**config.mk**
```make
export PLATFORM = sky130hd
export DESIGN_NAME = ysyx_24110015_core_seq
export DESIGN_NICKNAME = d
export VERILOG_FILES = /design/src/rtl/ysyx_24110015_core_seq.sv
export SDC_FILE = /design/constraint.sdc
export NUM_CORES = 1
export LEC_CHECK = 0
export ABC_AREA = 1
export CAP_MARGIN = 40
export CORE_MARGIN = 2
export CORE_UTILIZATION = 32
export CTS_CLUSTER_DIAMETER = 60
export DETAILED_ROUTE_END_ITERATION = 10
export PLACE_DENSITY = 0.86
export SETUP_SLACK_MARGIN = 0.02
export SLEW_MARGIN = 20
export SYNTH_ARGS = -nofsm -noshare
export SYNTH_HDL_FRONTEND = slang
export SYNTH_SLANG_ARGS = --single-unit
```
**constraint.sdc**
```tcl
create_clock -name clk -period 1.7 [get_ports clk]
set_clock_uncertainty 0.15 [all_clocks]
set_input_delay 0.51 -clock clk [delete_from_list [all_inputs] [get_ports clk]]
set_output_delay 0.51 -clock clk [all_outputs]
set_load 0.05 [all_outputs]
```
**src/rtl/ysyx_24110015_core_seq.sv**
```systemverilog
// Multi-cycle core sequencer: fetch, execute, optional load/store, write-back, halt on trap.
// Optional macro YSYX_24110015_PERF_CNT_EN enables the cycle and retired-instruction counters.
module ysyx_24110015_core_seq #(
  parameter int unsigned        XLEN     = 32,
  parameter logic [XLEN-1:0]    RESET_PC = XLEN'(32'h8000_0000),
  parameter int unsigned        TIMEOUT  = 255
) (
  input  logic            clk,
  input  logic            rst,
  output logic            if_req_valid,
  input  logic            if_req_ready,
  output logic [XLEN-1:0] if_req_addr,
  input  logic            if_rsp_valid,
  input  logic [31:0]     if_rsp_data,
  input  logic            if_rsp_err,
  input  logic            dec_mem,
  input  logic            dec_halt,
  input  logic            rf_wen_in,
  input  logic [XLEN-1:0] pc_next,
  output logic            ls_req_valid,
  input  logic            ls_req_ready,
  input  logic            ls_rsp_valid,
  input  logic            ls_rsp_err,
  output logic [31:0]     inst,
  output logic [XLEN-1:0] pc,
  output logic            rf_wen,
  output logic            halted,
  output logic [1:0]      trap_cause,
  output logic [63:0]     cycle_cnt,
  output logic [63:0]     instret_cnt
);

  typedef enum logic [2:0] {
    S_FETCH,
    S_IWAIT,
    S_EXEC,
    S_MREQ,
    S_MWAIT,
    S_WB,
    S_HALT
  } state_e;

  typedef enum logic [1:0] {
    TRAP_EBREAK  = 2'd0,
    TRAP_IF_ERR  = 2'd1,
    TRAP_LS_ERR  = 2'd2,
    TRAP_TIMEOUT = 2'd3
  } trap_e;

  localparam int unsigned WCW = (TIMEOUT < 2) ? 1 : $clog2(TIMEOUT + 1);

  state_e          state_q, state_d;
  trap_e           trap_q, trap_d;
  logic [WCW-1:0]  wait_cnt, wait_d;
  logic [XLEN-1:0] pc_q;
  logic [31:0]     inst_q;
  logic            in_wait;
  logic            timeout_hit;

  assign in_wait = (state_q == S_FETCH) || (state_q == S_IWAIT) ||
                   (state_q == S_MREQ)  || (state_q == S_MWAIT);

  // The TIMEOUT-th consecutive cycle in a bus state is the last one allowed.
  assign timeout_hit = (TIMEOUT != 0) && (wait_cnt == WCW'(TIMEOUT - 1));

  // NOTE: every always_comb output gets a default first so no path leaves it unassigned (no latch).
  always_comb begin
    state_d = state_q;
    trap_d  = trap_q;
    case (state_q)
      S_FETCH: begin
        if (if_req_ready) begin
          state_d = S_IWAIT;
        end else if (timeout_hit) begin
          state_d = S_HALT;
          trap_d  = TRAP_TIMEOUT;
        end
      end
      S_IWAIT: begin
        if (if_rsp_valid) begin
          if (if_rsp_err) begin
            state_d = S_HALT;
            trap_d  = TRAP_IF_ERR;
          end else begin
            state_d = S_EXEC;
          end
        end else if (timeout_hit) begin
          state_d = S_HALT;
          trap_d  = TRAP_TIMEOUT;
        end
      end
      S_EXEC: begin
        if (dec_halt) begin
          state_d = S_HALT;
          trap_d  = TRAP_EBREAK;
        end else if (dec_mem) begin
          state_d = S_MREQ;
        end else begin
          state_d = S_WB;
        end
      end
      S_MREQ: begin
        if (ls_req_ready) begin
          state_d = S_MWAIT;
        end else if (timeout_hit) begin
          state_d = S_HALT;
          trap_d  = TRAP_TIMEOUT;
        end
      end
      S_MWAIT: begin
        if (ls_rsp_valid) begin
          if (ls_rsp_err) begin
            state_d = S_HALT;
            trap_d  = TRAP_LS_ERR;
          end else begin
            state_d = S_WB;
          end
        end else if (timeout_hit) begin
          state_d = S_HALT;
          trap_d  = TRAP_TIMEOUT;
        end
      end
      S_WB:    state_d = S_FETCH;
      S_HALT:  state_d = S_HALT;
      default: state_d = S_FETCH;
    endcase
  end

  // Wait counter restarts on any state change and only advances while stalled on the bus.
  always_comb begin
    wait_d = '0;
    if ((TIMEOUT != 0) && in_wait && (state_d == state_q)) begin
      wait_d = wait_cnt + WCW'(1);
    end
  end

  // NOTE: sequential state uses non-blocking assignments so all flops update from pre-edge values.
  always_ff @(posedge clk) begin
    if (rst) begin
      state_q  <= S_FETCH;
      trap_q   <= TRAP_EBREAK;
      wait_cnt <= '0;
      pc_q     <= RESET_PC;
      inst_q   <= '0;
    end else begin
      state_q  <= state_d;
      trap_q   <= trap_d;
      wait_cnt <= wait_d;
      if ((state_q == S_IWAIT) && if_rsp_valid && !if_rsp_err) begin
        inst_q <= if_rsp_data;
      end
      if (state_q == S_WB) begin
        pc_q <= pc_next;
      end
    end
  end

  // Strobes are forced low while rst is held so nothing leaks out before the first reset edge.
  assign if_req_valid = !rst && (state_q == S_FETCH);
  assign ls_req_valid = !rst && (state_q == S_MREQ);
  assign rf_wen       = !rst && (state_q == S_WB) && rf_wen_in;
  assign halted       = !rst && (state_q == S_HALT);
  assign if_req_addr  = pc_q;
  assign pc           = pc_q;
  assign inst         = inst_q;
  assign trap_cause   = trap_q;

`ifdef YSYX_24110015_PERF_CNT_EN
  logic [63:0] cycle_q;
  logic [63:0] instret_q;
  logic        retire;

  // An ebreak counts as retired even though it never reaches write-back.
  assign retire = (state_q == S_WB) || ((state_q == S_EXEC) && dec_halt);

  always_ff @(posedge clk) begin
    if (rst) begin
      cycle_q   <= '0;
      instret_q <= '0;
    end else begin
      if (state_q != S_HALT) begin
        cycle_q <= cycle_q + 64'd1;
      end
      if (retire) begin
        instret_q <= instret_q + 64'd1;
      end
    end
  end

  assign cycle_cnt   = cycle_q;
  assign instret_cnt = instret_q;
`else
  assign cycle_cnt   = '0;
  assign instret_cnt = '0;
`endif

endmodule

```
==> qor.txt, run 1 <==
==========================================================================================
Clock tree from TritonCTS                                                             done
Worst Setup End Kind                                                          primary output
Area occupied by multi-input gates                                               2220 um^2
Count of distinct cell types in the synthesized netlist                                 28
Type of the worst setup path                                                    reg -> out
Min Tclk post-route                                                                1.96 ns
Reg-to-reg endpoint                                                            wait_cnt[3]
Peak supply drop                                                                  0.660 mV
Flip-flop and latch count after synthesis                                               77
Largest fanout on the critical path                                                      4
Total of warnings raised by yosys                                                        0
Insertion delay to the later sink of the worst-skew pair                           0.34 ns
Number of violations of the max-capacitance limit                                        0
Number of sinks on the clock net                                                        77
Worst endpoint data arrival time                                                   1.30 ns
Worst Slack Setup Final                                                          -0.264 ns
PD cells                                                                       955 nW/um^2
Average wire per standard cell                                                     14.3 um
Number of enable flip-flop cells after synthesis                                         0
Depth of the CTS H-tree                                                                  3
First-pass detailed-route iteration total                                                4
Area of the core                                                                13100 um^2
Hold Path End                                                                  wait_cnt[0]
Max Slew Vio Count                                                                       0
Area growth from synthesis to layout                                                 79.8%
R2r worst-path depth                                                                    11
Number of nets at the end of the flow                                                  831
Half-perimeter wire length of the detailed placement result                        9.51 mm
Number of placement rows                                                                42
Ant diodes                                                                               0
Total track usage                                                                    0.175
Worst relative slew slack                                                            0.653
Via count                                                                             3923
Instance count along the most critical hold path                                         2
Non-filler instance count after layout                                                 935
Required @ worst endpoint                                                          1.04 ns
Starting utilization of the core area                                                0.324
Global route overflow                                                                    0
Pin count of the biggest net entering global routing                                    42
Clk buf depth                                                                            2
Number of violations reported at the end of detailed-routing iteration 0               140
IO Count                                                                               305
Violated checks                                                               setup timing
Residual DRC count                                                                       0
Routed WL                                                                          13.3 mm
Fraction of registers with async set or reset after synthesis                            0
Final Cycle Share                                                                     1.16
FF-to-FF setup slack                                                              -0.17 ns
Number of antenna violations at the first check in global routing                        0
Summed instance area of the synthesized netlist                                  4260 um^2
Status                                                                        finished, violations left
Clock edge transition at the registers on the reported setup and hold paths        0.06 ns
Number of global-route vias before repair                                             3776
Maximum clock frequency                                                            509 MHz
Global-route wire length before repair                                             19.5 mm
Slew at the pin with the worst max-slew slack                                     0.520 ns
P_leak                                                                             3.40 nW
Die ar.                                                                         14200 um^2
Avg Vias per Cell                                                                     4.20
Final-layout fill cell count                                                          1079
Number of standard cells after synthesis                                               578
Root buffer cell                                                              sky130_fd_sc_hd__clkbuf_16
Setup repair after global routing missed its margin                                   true
Worst setup path startpoint                                                     state_q[0]
Critical path launch point type                                                  flip-flop
Mean instance size in the synthesized netlist                                    7.36 um^2
Number of endpoints with negative hold slack in the final report                         0
Final weighted congestion in routability-driven placement                            0.859
Reg-to-reg startpoint                                                           state_q[0]
Share of layout cells above drive strength 1                                         0.337
Dominant register cell in the synthesized netlist                             sky130_fd_sc_hd__dfxtp_1
Final setup violation count                                                             47
Port Buffer Count                                                                      176
Chip width                                                                          119 um
Antenna violation net count after detailed routing                                       0
Register cell area after layout                                                  1560 um^2
Chip Height                                                                         119 um
Worst min path class                                                            reg -> reg
Final sum of negative setup slack                                                 -5.25 ns
Total clock buffers created by CTS                                                       9
Post-layout util                                                                     0.582
Post-Place Cells                                                                       907
Hold wc startpoint                                                             wait_cnt[0]
Fraction of the yosys area taken by sequential cells                                 0.362
==========================================================================================
## cells in the final DEF (no fill, tap or decap), drive strengths merged, types with 4 or more instances in the layout
cell / count
buf: 140
nand3: 14
nor2: 154
conb: 128
nand2: 40
nand4: 4
clkinv: 5
clkdlybuf4s50: 72
o21ai: 69
clkbuf: 15
dfxtp: 77
inv: 24
## registers in the layout (all words and copies together) (netlist names)
signal and cells:
if_req_addr 32, inst 32, state_q 3, trap_cause 2, wait_cnt 8
## how the worst max path moves through the flow
stage / endpoint / slack, ns / cells past startpoint
floorplan: rf_wen / -0.09 / 6
global placement: halted / -0.45 / 4
detailed placement: halted / -0.47 / 4
CTS: halted / -0.27 / 5
global route: ls_req_valid / -0.32 / 6
finish: ls_req_valid / -0.26 / 6
## synthesized netlist by cell type, types with 3 or more instances
library cell                 n  area share
sky130_fd_sc_hd__buf_4     161        0.28
sky130_fd_sc_hd__nor2_1    153        0.13
sky130_fd_sc_hd__dfxtp_1    77        0.36
sky130_fd_sc_hd__o21ai_0    68       0.080
sky130_fd_sc_hd__nand2_1    38       0.034
sky130_fd_sc_hd__inv_1      22       0.019
sky130_fd_sc_hd__nand3_1    13       0.015
sky130_fd_sc_hd__clkbuf_1   10      0.0088
sky130_fd_sc_hd__buf_2       7      0.0082
sky130_fd_sc_hd__nand4_1     3      0.0044
sky130_fd_sc_hd__xnor2_1     3      0.0062
sky130_fd_sc_hd__xor2_1      3      0.0062
## kinds of logic (layout without fill, tap and decap cells)
kind of cell    after synthesis  in the layout  share of synthesized area
simple gates                214            214                      0.205
xor+xnor                      6              6                     0.0124
compound gates               73             73                     0.0882
other cells                   1            128                   0.000881
fa+ha+maj                     2              2                    0.00588
flops                        77             77                      0.362
buf+inv                     205            259                      0.326
## cell type report
class                      count  share of cell area
sequential                    77               0.204
tap                          176              0.0288
timing repair buffer         218               0.424
clock buffer                  11              0.0317
inverter                      25              0.0149
clock inverter                 5             0.00654
multi-input combinational    423               0.290
## critical path, stage by stage, from the launching register on
cell and delay, ns:
sky130_fd_sc_hd__dfxtp_2 0.35, sky130_fd_sc_hd__buf_6 0.14, sky130_fd_sc_hd__nand2_4 0.06, sky130_fd_sc_hd__nor2_4 0.10, sky130_fd_sc_hd__inv_2 0.06, sky130_fd_sc_hd__nor2_4 0.11
sky130_fd_sc_hd__buf_12 0.14
## what timing repair did
action / 4_1_cts / 5_1_grt
buffers inserted: 3 / 5
pin swaps: 8 / 23
hold buffers: 0 / 0
cloned: 0 / 4
endpoints found under the setup margin: 44 / 62
gates resized for setup: 25 / 140
## through the flow
| step | power (W) | setup slack, ns | hold slack (ns) | area [um^2] |
|---|---|---|---|---|
| finish | 0.00731 | -0.264 | 0.374 | 7650 |
| global route | 0.00760 | -0.316 | 0.396 | 7650 |
| CTS | 0.00701 | -0.275 | 0.370 | 7100 |
| detailed placement | 0.00503 | -0.466 | 0.358 | 6730 |
| global placement | 0.00499 | -0.451 | 0.352 | 6730 |
| floorplan | 0.00411 | -0.0855 | 0.280 | 4790 |
## per-layer routing
layer	part of all wire	up-vias	global-route usage
li1	-	1873	-
met1	0.36	1824	0.183
met2	0.54	200	0.326
met3	0.076	26	0.0666
met4	0.022	0	0.0500
met5	0	-	0
## report_power, final
| group | internal (W) | total (W) | leakage (nW) | switching (W) |
|---|---|---|---|---|
| clock network | 0.00117 | 0.00191 | 0.149 | 0.000743 |
| logic | 0.00127 | 0.00319 | 2.62 | 0.00192 |
| registers | 0.00196 | 0.00220 | 0.630 | 0.000241 |
| total | 0.00440 | 0.00731 | 3.40 | 0.00291 |
(Power assumes the default switching activity.)
==> run 2: changes to the inputs <==
Settings changed: CTS_CLUSTER_DIAMETER 60 to default.
==> results of run 2 <==
Final layout, timing and power as in run 1 (identical DEF).
